File: src/rtl/pipe_stage_reg_chain.sv
// pipe_stage_reg_chain
// DEPTH-deep chain of {valid, ctrl, data} pipeline registers. Generalises the
// single-stage ID/EXE register: DEPTH=1 gives the same one-cycle behaviour.
//
// Valid semantics: there is no ready/backpressure. in_valid qualifies in_ctrl
// and in_data on every edge on which the chain advances. out_valid qualifies
// out_ctrl/out_data. freeze is the only stall, and while it is held nothing
// moves. flush and flush_all take priority over freeze. Control is always
// gated by valid, so an invalid stage never carries a nonzero control word.
//
// Per-edge priority: rst > flush_all > flush > freeze > normal advance.
//
// Side outputs: occupancy is a registered popcount of the stage valids after
// the same edge. bubble_cnt saturates at all-ones and is cleared only by rst.

module pipe_stage_reg_chain #(
   parameter int CTRL_W     = 8,
   parameter int DATA_W     = 128,
   parameter int DEPTH      = 1,   // legal range 1..8
   parameter int CLEAR_DATA = 1,   // 1: flushes also zero the data field
   parameter int BUB_CNT_W  = 16
) (
   input  logic                 clk,
   input  logic                 rst,
   input  logic                 freeze,
   input  logic                 flush,
   input  logic                 flush_all,
   input  logic                 in_valid,
   input  logic [CTRL_W-1:0]    in_ctrl,
   input  logic [DATA_W-1:0]    in_data,
   output logic                 out_valid,
   output logic [CTRL_W-1:0]    out_ctrl,
   output logic [DATA_W-1:0]    out_data,
   output logic [DEPTH-1:0]     tap_valid,
   output logic [3:0]           occupancy,
   output logic [BUB_CNT_W-1:0] bubble_cnt
);

   // Stage registers; index 0 is the entry stage and DEPTH-1 drives out_*.
   logic [DEPTH-1:0]  valid_q;
   logic [CTRL_W-1:0] ctrl_q [DEPTH];
   logic [DATA_W-1:0] data_q [DEPTH];

   // Next-state values for the stage registers.
   logic [DEPTH-1:0]  valid_d;
   logic [CTRL_W-1:0] ctrl_d [DEPTH];
   logic [DATA_W-1:0] data_d [DEPTH];

   // Bookkeeping.
   logic                 bubble_ev;   // stage 0 takes a bubble on this edge
   logic [3:0]           occ_d;
   logic [3:0]           occ_q;
   logic [BUB_CNT_W-1:0] bub_q;

   localparam logic [BUB_CNT_W-1:0] BUB_ONE = {{(BUB_CNT_W-1){1'b0}}, 1'b1};
   localparam logic [BUB_CNT_W-1:0] BUB_MAX = {BUB_CNT_W{1'b1}};

   // Next state of the chain in priority order flush_all > flush > freeze > advance.
   always_comb begin
      valid_d   = valid_q;
      ctrl_d    = ctrl_q;
      data_d    = data_q;
      bubble_ev = 1'b0;

      if (flush_all) begin
         // Invalidate everything; data is optionally retained for debug.
         for (int i = 0; i < DEPTH; i++) begin
            valid_d[i] = 1'b0;
            ctrl_d[i]  = '0;
            if (CLEAR_DATA != 0) begin
               data_d[i] = '0;
            end
         end
         bubble_ev = 1'b1;
      end else if (flush || !freeze) begin
         // Older entries move on; a flush overrides freeze so they are not lost.
         for (int i = 1; i < DEPTH; i++) begin
            valid_d[i] = valid_q[i-1];
            ctrl_d[i]  = ctrl_q[i-1];
            data_d[i]  = data_q[i-1];
         end

         if (flush) begin
            valid_d[0] = 1'b0;
            ctrl_d[0]  = '0;
            data_d[0]  = (CLEAR_DATA != 0) ? '0 : in_data;
            bubble_ev  = 1'b1;
         end else begin
            valid_d[0] = in_valid;
            ctrl_d[0]  = in_ctrl & {CTRL_W{in_valid}};
            data_d[0]  = in_data;
            bubble_ev  = !in_valid;
         end
      end
   end

   // Occupancy is taken from next-state valids so it lines up with tap_valid.
   always_comb begin
      occ_d = '0;
      for (int i = 0; i < DEPTH; i++) begin
         occ_d = occ_d + {3'b000, valid_d[i]};
      end
   end

   // Stage, occupancy and bubble counter registers with synchronous reset.
   always_ff @(posedge clk) begin
      if (rst) begin
         valid_q <= '0;
         for (int i = 0; i < DEPTH; i++) begin
            ctrl_q[i] <= '0;
            data_q[i] <= '0;
         end
         occ_q <= '0;
         bub_q <= '0;
      end else begin
         valid_q <= valid_d;
         for (int i = 0; i < DEPTH; i++) begin
            ctrl_q[i] <= ctrl_d[i];
            data_q[i] <= data_d[i];
         end
         occ_q <= occ_d;
         if (bubble_ev && (bub_q != BUB_MAX)) begin
            bub_q <= bub_q + BUB_ONE;
         end
      end
   end

   // Every output comes straight from a register.
   assign out_valid  = valid_q[DEPTH-1];
   assign out_ctrl   = ctrl_q[DEPTH-1];
   assign out_data   = data_q[DEPTH-1];
   assign tap_valid  = valid_q;
   assign occupancy  = occ_q;
   assign bubble_cnt = bub_q;

endmodule

File: config.mk
export PLATFORM = sky130hd
export DESIGN_NAME = pipe_stage_reg_chain
export DESIGN_NICKNAME = d
export VERILOG_FILES = /design/src/rtl/pipe_stage_reg_chain.sv
export SDC_FILE = /design/constraint.sdc
export NUM_CORES = 1
export LEC_CHECK = 0
export BUFFER_PORTS_ARGS = -buffer_cell sky130_fd_sc_hd__buf_2
export CORE_MARGIN = 2
export CORE_UTILIZATION = 45
export DETAILED_ROUTE_END_ITERATION = 12
export PLACE_DENSITY = 0.83
export SLEW_MARGIN = 10
export SYNTH_ARGS = -nofsm -noshare
export SYNTH_HDL_FRONTEND = slang
export SYNTH_SLANG_ARGS = --single-unit
File: constraint.sdc
create_clock -name clk -period 2.3 [get_ports clk]
set_input_delay 0.46 -clock clk [delete_from_list [all_inputs] [get_ports clk]]
set_output_delay 0.46 -clock clk [all_outputs]
set_load 0.02 [all_outputs]
# Yosys cells after proc, flatten, opt, wreduce, memory -nomap -nowiden
# Cells that the tools add are included.
[word_totals]
register_bits = 156
in_bits = 142
out_inout_bits = 158
elab_cells = 21
[op_classes]
add_sub_neg = 1
eq_ne = 1
muxes = 8
bitwise = 1
reduce_logical = 5
[op_table]
columns = ["op", "count"]
rows = [
  ["two-way mux 128 bit", 1],
  ["adder 16 x 1 -> 16 bit, second input constant", 1],
  ["inequality test 16 bit, second input constant", 1],
  ["AND 8 bit", 1],
  ["two-way mux 8 bit", 1],
  ["two-way mux 1 bit", 6],
  ["zero test 1 bit", 2],
  ["OR reduction 2 bit", 1],
  ["logical AND 1 bit", 1],
  ["logical OR 1 bit", 1],
]

# Longest topological paths before layout
# Gate-level depths: netlist of run 1.
[depth]
word_depth = 5
ltp_mapped = 5
depth_no_buf = 5

# Worst setup path after synthesis of run 1
# No wires, ideal clock.
[synth_timing]
path_type = "input -> register"
from = "input in_valid"
to = "register bub_q[11] (netlist: bubble_cnt[11])"
setup_ns = 0.121
t_arrival_ns = 1.818
t_required_ns = 2.179
setup_slack_ns = 0.361
stages = 5
n_path_buf = 1
path_cell_list = "buf_6 > or2_4 > a2111o_1 > nor3b_1 > mux2_2"
[synth_between]
elab_chain_cells = 5
[synth_lines]
columns = ["item", "line", "text"]
rows = [
  ["start, declared", "28", "input logic in_valid,"],
  ["zero test 1 bit", "92", "bubble_ev = !in_valid;"],
  ["two-way mux 1 bit", "83", "if (flush) begin"],
  ["two-way mux 1 bit", "75", "end else if (flush || !freeze) begin"],
  ["two-way mux 1 bit", "65", "if (flush_all) begin"],
  ["logical AND 1 bit", "122", "if (bubble_ev && (bub_q != BUB_MAX)) begin"],
  ["end signal, assigned", "123", "bub_q <= bub_q + BUB_ONE;"],
  ["end, declared", "53", "logic [BUB_CNT_W-1:0] bub_q;"],
]
# No other way between the ends.
# A chain may end at the register's enable or synchronous reset.

# Worst setup path in the final report of run 1
[layout_timing]
from = "register bub_q[6] (netlist: bubble_cnt[6])"
to = "register bub_q[0] (netlist: bubble_cnt[0])"
[layout_between]
elab_chain_cells = 2
[layout_lines]
columns = ["item", "line"]
rows = [
  ["inequality test 16 bit", "122"],
  ["logical AND 1 bit", "122"],
]
# No other way between the ends.

==> results of run 1 <==
-- area by class of cell --
cell class              count  area, µm²
clock buffers              22        484
clock inverters            10        115
fillers                  1070       4560
inverters                   1       3.75
multi-input cells         379       2510
flip-flops and latches    153       3060
well taps                 172        215
repair buffers            300       1570
-- worst max-delay path, stage by stage, from the launching register on --
cell,delay (ns)
dfxtp_1,0.41
nand4_1,0.29
nor3_2,0.59
a21oi_1,0.21
mux2_2,0.30
-- layer usage --
layer  track usage, %  vias to the layer above  part of all wire (%)
met5                0                        -                     0
met3             7.21                       19                   8.0
met1             21.4                     2263                    39
met4             9.25                        0                   2.0
met2             36.3                      183                    51
li1                 -                     2491                     -
-- synth_stat cells, types with 3 or more instances --
| cell type | instances | area [µm²] |
|---|---|---|
| a211oi_1 | 6 | 45.0 |
| a21oi_1 | 13 | 65.1 |
| buf_2 | 6 | 30.0 |
| buf_4 | 5 | 37.5 |
| clkbuf_1 | 25 | 93.8 |
| dfxtp_1 | 153 | 3060 |
| mux2_2 | 7 | 78.8 |
| mux2i_1 | 129 | 1290 |
| nand2_1 | 11 | 41.3 |
| nand2b_1 | 3 | 18.8 |
| nand3_1 | 8 | 40.0 |
| nor2_1 | 157 | 589 |
| nor2b_1 | 8 | 50.1 |
| nor3_1 | 3 | 15.0 |
| nor4_1 | 3 | 18.8 |
-- power by group through the flow --
stage	clock network, mW	logic, mW	registers [mW]
floorplan	0	0.262	2.84
global placement	0	0.528	2.78
detailed placement	0	0.537	2.79
CTS	2.84	0.542	2.73
global route	2.96	0.586	2.73
finish	2.78	0.539	2.73
-- worst paths after layout --
| path | startpoint | to | cells past startpoint |
|---|---|---|---|
| hold reg to reg | out_ctrl[0]$_SDFFE_PP0P_ | out_ctrl[0]$_SDFFE_PP0P_ | 2 |
| hold / removal | in_data[29] | out_data[29]$_SDFFE_PP0P_ | 3 |
| setup / recovery | bubble_cnt[6]$_SDFFE_PP0P_ | bubble_cnt[0]$_SDFFE_PP0P_ | 4 |
| setup reg to reg | bubble_cnt[6]$_SDFFE_PP0P_ | bubble_cnt[0]$_SDFFE_PP0P_ | 4 |
-- sequential cells by signal (all words and copies together) (netlist names) --
register and count:
out_ctrl 8, out_data 128, occupancy 1, bubble_cnt 16
-- per-stage QoR --
| step | power (mW) | std cells | setup WS, ns |
|---|---|---|---|
| 2_1_floorplan | 3.11 | 572 | 0.361 |
| 3_3_place_gp | 3.31 | 1005 | 0.234 |
| 3_5_place_dp | 3.32 | 1005 | 0.215 |
| 4_1_cts | 6.11 | 1037 | 0.403 |
| 5_1_grt | 6.28 | 1037 | 0.216 |
| 6_report | 6.04 | 1037 | 0.382 |
-- placed cells by master, fill, tap and decap left out, drive strengths merged, types with 3 or more instances in the layout --
cell / count
a211oi: 6
a21oi: 13
buf: 300
clkbuf: 22
clkinv: 3
clkinvlp: 3
conb: 3
dfxtp: 153
inv: 3
mux2: 7
mux2i: 129
nand2: 11
nand2b: 3
nand3: 8
nor2: 157
nor2b: 8
nor3: 4
nor4: 3
-- kinds of logic after synthesis --
kind of cell / after synthesis / share of synthesized area, %
AO/OA/AOI/OAI: 30 / 3.77
flip-flops: 153 / 53.4
buffers and inverters: 40 / 3.20
other: 1 / 0.0653
AND/OR/NAND/NOR: 209 / 15.5
multiplexers: 136 / 23.9
adder cells (fa/ha/maj): 1 / 0.218
==> results by group, run 1 <==
Timing
  • Worst-Margin Slew: between 1 and 1.5 ns
  • RSZ-0062 raised after global routing: no
  • Minimum clock period: between 1.5 and 2 ns
  • WHS: between 0.2 and 0.3 ns
  • Relative slew slack: slightly above 30%
  • TNS Setup: 0 ns
  • Final hold vios: 0
  • Clock Skews: 0.00212 ns
  • Setup violation total in the final timing report: 0
  • Max Slew Vio Count: 0
  • Fmax: approximately 520 MHz
  • Period utilisation layout: between 80% and 90%

CTS
  • Htree depth: 4
  • Cts hold-fix bufs: 0
  • # clock sinks: around 150
  • Clk_lat worst skew: approximately 0.41 ns
  • CTS root buf: clkbuf_16
  • Inserted Clock Buffers: 17
  • Clock-pin slew on the worst setup and hold paths: 0.06 ns
  • Post-CTS Setup Inserts: 0
  • Post-CTS Resized: 0
  • CTS tree: built
  • CTS Buffer Depth: 2

Worst setup path
  • Worst EP arrival: approximately 2.2 ns
  • CP Capture Type: flip-flop
  • Largest fanout on the critical path: 10
  • Required time of the critical path: roughly 2.6 ns
  • Crit path launch type: flip-flop
  • Setup CP Type: flip-flop to flip-flop
  • Flop2flop setup slack: about 0.38 ns

Yosys
  • Register area share after synthesis: 53.4%
  • FF+latch count, synth: 153
  • Ys async rst share: 0%
  • Primary FF master, synth: dfxtp_1
  • Cell Area, Synth: 5740 µm²
  • Yosys cell types: 40
  • Number of synthesized flops with an enable pin: 0
  • Mapped Cells: 570
  • Avg Cell Area, Syn: 10.1 µm²
  • Ys Warns: 0

Cells and area
  • ANT cells: 0
  • Design area: between 7000 and 8000 µm²
  • Final #Nets: between 900 and 1k
  • Share of cells above drive strength 1: 39.9%
  • Fin util: between 60% and 70%
  • Area Overhead vs Synth: 38.6%

Power and ir drop
  • Clock share of power: 45.9%
  • Pwr per Cell Area: ~760 nW/µm²
  • Switching fraction of total power: a little under a quarter
  • Maximum vdd drop: 480 µV
  • Internal Pwr Total: around 4.7 mW
  • Switching Power: approximately 1.4 mW
  • Combinational power share: 8.9%
  • Lkg Pwr: about 4.1 nW
  • Reg power frac: a little under half

Detailed routing
  • Total routed wirelength: 14900 µm
  • Via density per instance: between 4 and 5
  • # DRC: 0
  • Routed Antenna Nets: 0
  • Initial DRC count: approximately 240
  • 1st-pass router iterations: 4
  • Routed length per instance: about 14 µm
  • DR vias: 4956

Floorplanning
  • Die ar.: 13700 µm²
  • Die width: 117 µm
  • Starting Density: 45.9%
  • FP Rows: 41
  • # IOs: 300
  • Vert. Die Dim: 117 µm
  • Core area: around 13000 µm²

Worst hold path
  • Worst min path class: primary input to flip-flop

Outcome
  • Outcome: complete, no violations

Flow run
  • Max_cap viols: 0

GRT
  • Initial antenna violation count: 0
  • GRT Total Usage: 20.3%
  • Largest net degree at the start of global routing: around 150
  • Vias in the first global route: ~4.5k
  • First-pass GRT wire length: 21200 µm
  • Overflow after GRT: 0

Placement
  • Post-DP Area: 7360 µm²
  • GP Congestion: about 0.77
  • IO buf count: slightly below 300
  • Final HPWL DP: between 10000 and 15000 µm
No activity file was read; power rests on OpenSTA's default activity.
==> inputs of run 2 (changes only) <==
clock period = 1.8 ns   (was 2.3 ns; I/O delays follow)
==> results by group, run 2 (same netlist as run 1, synthesis figures left out) <==
Outcome
  • Outcome: complete, no violations (unchanged)

Detailed routing
  • Via density per instance: 4.76 (was 4.78)
  • Initial DRC count: 365 (was 242)
  • 1st-pass router iterations: 4 (unchanged)
  • # DRC: 0 (unchanged)
  • Routed Antenna Nets: 0 (unchanged)
  • Routed length per instance: 14.6 µm (was 14.4 µm)
  • Total routed wirelength: 15400 µm (was 14900 µm)
  • DR vias: 5016 (was 4956)

Cells and area
  • Max reg flops: 128 (unchanged)
  • Final #Nets: 1011 (was 995)
  • Area Overhead vs Synth: 40.2% (was 38.6%)
  • Filler Cells Inserted: 1067 (was 1070)
  • Commonest non-fill, non-tap cells in the layout: buf_2 (295), nor2_1 (157), dfxtp_1 (148), mux2i_1 (129), clkbuf_16 (17) (was buf_2 (295), nor2_1 (157), dfxtp_1 (153), mux2i_1 (129), clkbuf_16 (17))
  • Commonest non-fill, non-tap cell in the layout: buf_2 (unchanged)
  • Share of cells above drive strength 1: 41.9% (was 39.9%)

Floorplanning
  • Starting Density: 45.9% (unchanged)
  • Die width: 117 µm (unchanged)
  • Die ar.: 13700 µm² (unchanged)
  • FP Rows: 41 (unchanged)
  • # IOs: 300 (unchanged)
  • Core area: 12500 µm² (unchanged)
  • Vert. Die Dim: 117 µm (unchanged)

Timing
  • WHS: 0.175 ns (was 0.275 ns)
  • Worst-Margin Slew: 0.613 ns (was 1.04 ns)
  • Setup violation total in the final timing report: 0 (unchanged)
  • Minimum clock period: 1.73 ns (was 1.92 ns)
  • Fmax: 577 MHz (was 521 MHz)
  • Final hold vios: 0 (unchanged)
  • Clock Skews: 0.00486 ns (was 0.00212 ns)
  • Period utilisation layout: 96.2% (was 83.4%)
  • Relative slew slack: 59.1% (was 30.7%)
  • RSZ-0062 raised after global routing: yes (was no)
  • Max Slew Vio Count: 0 (unchanged)

Worst setup path
  • Largest fanout on the critical path: 6 (was 10)
  • CP Capture Type: flip-flop (unchanged)
  • Crit path launch type: flip-flop (unchanged)
  • Required time of the critical path: 2.10 ns (was 2.60 ns)
  • Reg2reg path depth: 5 (was 4)
  • Worst EP arrival: 2.03 ns (was 2.22 ns)
  • Setup CP Type: flip-flop to flip-flop (unchanged)

CTS
  • Inserted Clock Buffers: 17 (unchanged)
  • Clk_lat worst skew: 0.41 ns (about the same)
  • # clock sinks: 153 (unchanged)
  • CTS tree: built (unchanged)
  • Cts hold-fix bufs: 0 (unchanged)
  • CTS Buffer Depth: 2 (unchanged)
  • Clock-pin slew on the worst setup and hold paths: 0.06 ns (about the same)
  • Htree depth: 4 (unchanged)
  • CTS root buf: clkbuf_16 (unchanged)
  • Post-CTS Setup Inserts: 0 (unchanged)

Power and ir drop
  • Pwr per Cell Area: 921 nW/µm² (was 760 nW/µm²)
  • Lkg Pwr: 4.12 nW (was 4.08 nW)
  • Total Power: 7.41 mW (was 6.04 mW)
  • Maximum vdd drop: 502 µV (was 480 µV)

GRT
  • Largest net degree at the start of global routing: 92 (was 146)
  • Initial antenna violation count: 1 (was 0)
  • First-pass GRT wire length: 22400 µm (was 21200 µm)
  • Vias in the first global route: 4627 (was 4492)
  • GRT Total Usage: 21.3% (was 20.3%)
  • Overflow after GRT: 0 (unchanged)

Worst hold path
  • Worst min path class: primary input to flip-flop (unchanged)
  • Cell count of the worst hold path: 3 (unchanged)

Placement
  • GP Congestion: 0.839 (was 0.766)
  • Final HPWL DP: 11400 µm (was 10800 µm)
  • IO buf count: 296 (unchanged)

Flow run
  • Max_cap viols: 0 (unchanged)
-- run 2: cell count changes in the layout (fill, tap and decap cells not counted), sizes merged --
cell and change:
diode +1, clkinv +1, buf +16, bufinv -2, clkinvlp +2, inv -1
-- run 2: worst max-delay path, cell delays in order, from the launching register on --
cell     delay, ns
dfxtp_2       0.37
ha_2          0.22
nand2_1       0.14
nor4_1        0.50
nor3b_2       0.10
mux2_2        0.28
-- run 2: what timing repair did --
action                                  CTS  global route
hold endpoints to repair                  0             0
gates resized for setup                   0             4
endpoints found under the setup margin    0             7
-- run 2: cell type report --
type,count,area (µm²),share of cell area (%)
antenna,1,2.50,0.0311
clock buffer,22,474,5.89
clock inverter,10,70.1,0.871
inverter,1,3.75,0.0466
multi-input combinational,379,2520,31.4
sequential,153,3070,38.1
tap,172,215,2.67
timing repair buffer,316,1690,21.0
-- run 2: report_power, final --
part | internal [mW] | switching, mW
Combinational | 0.327 | 0.369
Clock | 1.87 | 1.36
Sequential | 3.45 | 0.0367
-- run 2: path summary, 6_finish.rpt --
path	from	end	slack [ns]
min	in_data[39]	out_data[39]$_SDFFE_PP0P_	0.18
min reg2reg	out_ctrl[3]$_SDFFE_PP0P_	out_ctrl[3]$_SDFFE_PP0P_	0.48
max	bubble_cnt[0]$_SDFFE_PP0P_	bubble_cnt[11]$_SDFFE_PP0P_	0.07
max reg2reg	bubble_cnt[0]$_SDFFE_PP0P_	bubble_cnt[11]$_SDFFE_PP0P_	0.07
-- run 2: stage by stage --
stage	TNS, ns	instance area [µm²]	utilization, %	worst slack [ns]	std cells
after CTS	0	8030	64.2	0.0492	1053
after detailed placement	-0.0359	7490	59.8	-0.0129	1021
final	0	8050	64.3	0.0679	1054
after floorplan	0	5760	-	0.00539	572
after global routing	-0.00130	8050	64.3	-0.00130	1054
after global placement	0	7490	59.8	0.00839	1021
-- run 2: layer usage --
layer / up-vias / share of wire (%) / track usage [%]
met5: - / 0 / 0
met4: 0 / 2.1 / 8.16
met3: 23 / 8.1 / 6.95
met2: 198 / 50 / 37.0
met1: 2285 / 40 / 24.3
li1: 2510 / - / -
==> inputs of run 3 (changes only) <==
CORE_AREA = 2 2 116 118   (was unset)
CORE_MARGIN = unset   (was 2)
CORE_UTILIZATION = unset   (was 45)
DIE_AREA = 0 0 118 120   (was unset)
PLACE_DENSITY = 0.82   (was 0.83)
clock period = 2.2 ns   (was 1.8 ns; I/O delays follow)
==> results by group, run 3 (same netlist as run 1, synthesis figures left out) <==
CTS
  • Htree depth: 4 (unchanged)
  • Clock-pin slew on the worst setup and hold paths: 0.06 ns (about the same)
  • CTS root buf: clkbuf_16 (unchanged)
  • CTS Buffer Depth: 2 (unchanged)
  • Post-CTS Resized: 0 (unchanged)
  • Inserted Clock Buffers: 17 (unchanged)
  • Cts hold-fix bufs: 0 (unchanged)
  • Clk_lat worst skew: 0.42 ns (was 0.41 ns)
  • # clock sinks: 153 (unchanged)
  • Post-CTS Setup Inserts: 0 (unchanged)
  • CTS tree: built (unchanged)

Worst setup path
  • Crit path launch type: flip-flop (unchanged)
  • CP max stage delay: 0.48 ns (was 0.50 ns)
  • Worst EP arrival: 2.18 ns (was 2.03 ns)
  • Required time of the critical path: 2.51 ns (was 2.10 ns)
  • Reg2reg path depth: 4 (was 5)
  • CP Capture Type: flip-flop (unchanged)
  • CP Buf/Inv Count: 0 (unchanged)
  • Largest fanout on the critical path: 7 (was 6)
  • Reg-to-reg endpoint: bubble_cnt[11]$_SDFFE_PP0P_ (unchanged)
  • Worst Setup SP: bubble_cnt[6]$_SDFFE_PP0P_ (was bubble_cnt[0]$_SDFFE_PP0P_)
  • Worst Setup EP: bubble_cnt[11]$_SDFFE_PP0P_ (unchanged)
  • CP cell instances: nand4_1, a2111o_1, nor3b_1, mux2_2 (was ha_2, nand2_1, nor4_1, nor3b_2, mux2_2)
  • Critical path's slowest cell: a2111o_1 (was nor4_1)
  • Top delay family on crit path: simple AND/OR/NAND/NOR gates (unchanged)
  • Setup CP Type: flip-flop to flip-flop (unchanged)
  • Worst r2r src: bubble_cnt[6]$_SDFFE_PP0P_ (was bubble_cnt[0]$_SDFFE_PP0P_)
  • Flop2flop setup slack: 0.33 ns (was 0.07 ns)
  • Cell depth of the worst setup path: 4 (was 5)

Worst hold path
  • Worst min path class: primary input to flip-flop (unchanged)

Detailed routing
  • Total routed wirelength: 14200 µm (was 15400 µm)
  • Initial DRC count: 251 (was 365)
  • Routed Antenna Nets: 0 (unchanged)
  • Routed length per instance: 13.6 µm (was 14.6 µm)
  • # DRC: 0 (unchanged)
  • Via density per instance: 4.73 (was 4.76)
  • DR vias: 4926 (was 5016)
  • 1st-pass router iterations: 5 (was 4)

Timing
  • Period utilisation layout: 84.9% (was 96.2%)
  • Final hold vios: 0 (unchanged)
  • Fmax: 535 MHz (was 577 MHz)
  • Setup violation total in the final timing report: 0 (unchanged)
  • Relative slew slack: 28.8% (was 59.1%)
  • Minimum clock period: 1.87 ns (was 1.73 ns)
  • WHS: 0.251 ns (was 0.175 ns)
  • TNS Setup: 0 ns (unchanged)
  • Clock Skews: 0.00549 ns (was 0.00486 ns)
  • Max Slew Vio Count: 0 (unchanged)
  • Worst-Margin Slew: 1.07 ns (was 0.613 ns)
  • RSZ-0062 raised after global routing: no (was yes)

Flow run
  • Max_cap viols: 0 (unchanged)

Placement
  • IO buf count: 296 (unchanged)
  • Final HPWL DP: 10200 µm (was 11400 µm)
  • GP Congestion: 0.828 (was 0.839)

Floorplanning
  • Die width: 118 µm (was 117 µm)
  • Die ar.: 14200 µm² (was 13700 µm²)
  • Vert. Die Dim: 120 µm (was 117 µm)
  • # IOs: 300 (unchanged)
  • FP Rows: 42 (was 41)
  • Starting Density: 44.2% (was 45.9%)
  • Core area: 13000 µm² (was 12500 µm²)

Cells and area
  • FF/Latch Area: 3060 µm² (was 3070 µm²)
  • Area Overhead vs Synth: 38.7% (was 40.2%)
  • Multi-input logic area: 2510 µm² (was 2520 µm²)
  • Commonest non-fill, non-tap cell in the layout: buf_2 (unchanged)
  • Filler Cells Inserted: 1116 (was 1067)
  • Commonest non-fill, non-tap cells in the layout: buf_2 (295), nor2_1 (157), dfxtp_1 (153), mux2i_1 (129), clkbuf_16 (17) (was buf_2 (295), nor2_1 (157), dfxtp_1 (148), mux2i_1 (129), clkbuf_16 (17))
  • Final #Nets: 996 (was 1011)
  • Max reg flops: 128 (unchanged)
  • Share of cells above drive strength 1: 39.7% (was 41.9%)
  • ANT cells: 0 (was 1)

Outcome
  • Outcome: complete, no violations (unchanged)

GRT
  • GRT Total Usage: 19.3% (was 21.3%)
  • Largest net degree at the start of global routing: 146 (was 92)
  • First-pass GRT wire length: 22100 µm (was 22400 µm)
  • Vias in the first global route: 4628 (was 4627)
  • Overflow after GRT: 0 (unchanged)
  • Initial antenna violation count: 0 (was 1)

Power and ir drop
  • Pwr per Cell Area: 801 nW/µm² (was 921 nW/µm²)
  • Lkg Pwr: 4.08 nW (was 4.12 nW)
  • Maximum vdd drop: 622 µV (was 502 µV)
==> run 3: cell count changes in the layout (fill, tap and decap cells not counted), moves of 2 or more <==
cell | before | now
buf_4 | 16 | 2
clkinv_4 | 1 | 3
bufinv_16 | 0 | 3
dfxtp_1 | 148 | 153
dfxtp_2 | 5 | 0
clkinvlp_4 | 5 | 1
==> run 3: per-stage QoR <==
stage               power [mW]  instance area (µm²)  worst slack, ns  utilization, %  cells
floorplan                 3.25                 5750            0.281               -    572
global route              6.62                 7960            0.205            61.3   1042
detailed placement        3.47                 7360            0.223            56.7   1010
CTS                       6.45                 7960            0.337            61.3   1042
finish                    6.38                 7960            0.332            61.3   1042
global placement          3.46                 7360            0.244            56.7   1010
==> run 3: worst min path at each step <==
stage | start | to | slack [ns] | depth (start not counted)
global placement | out_ctrl[3]$_SDFFE_PP0P_ | out_ctrl[3]$_SDFFE_PP0P_ | 0.46 | 2
finish | in_data[31] | out_data[31]$_SDFFE_PP0P_ | 0.25 | 3
detailed placement | out_ctrl[0]$_SDFFE_PP0P_ | out_ctrl[0]$_SDFFE_PP0P_ | 0.47 | 2
CTS | in_data[31] | out_data[31]$_SDFFE_PP0P_ | 0.24 | 3
global route | in_data[22] | out_data[22]$_SDFFE_PP0P_ | 0.24 | 3
floorplan | bubble_cnt[9]$_SDFFE_PP0P_ | bubble_cnt[9]$_SDFFE_PP0P_ | 0.56 | 2
==> run 3: worst reg2reg max path: cells and delay by family (launching register included) <==
family           cells  cell delay (ns)
AND/OR/NAND/NOR      2             0.50
AO/OA/AOI/OAI        1             0.48
flip-flops           1             0.42
multiplexers         1             0.35
==> run 3: layer usage <==
| metal | global-route usage, % | vias up | wire length, µm |
|---|---|---|---|
| met5 | 0 | - | 0 |
| met4 | 8.36 | 0 | 293 |
| met3 | 6.46 | 29 | 965 |
| met2 | 33.0 | 191 | 6920 |
| met1 | 22.1 | 2218 | 5970 |
| li1 | - | 2488 | - |
==> run 3: cell type report <==
type	count	area share [%]
multi-input combinational	379	31.5
tap	176	2.77
inverter	1	0.0471
timing repair buffer	301	19.6
sequential	153	38.5
clock inverter	10	1.79
clock buffer	22	5.83
==> run 3: power by group <==
| part | leakage (nW) | internal, mW | total [mW] | switching (mW) |
|---|---|---|---|---|
| logic | 2.55 | 0.262 | 0.558 | 0.296 |
| clock network | 0.295 | 1.85 | 2.97 | 1.12 |
| registers | 1.24 | 2.82 | 2.85 | 0.0291 |
| total | 4.08 | 4.93 | 6.38 | 1.44 |
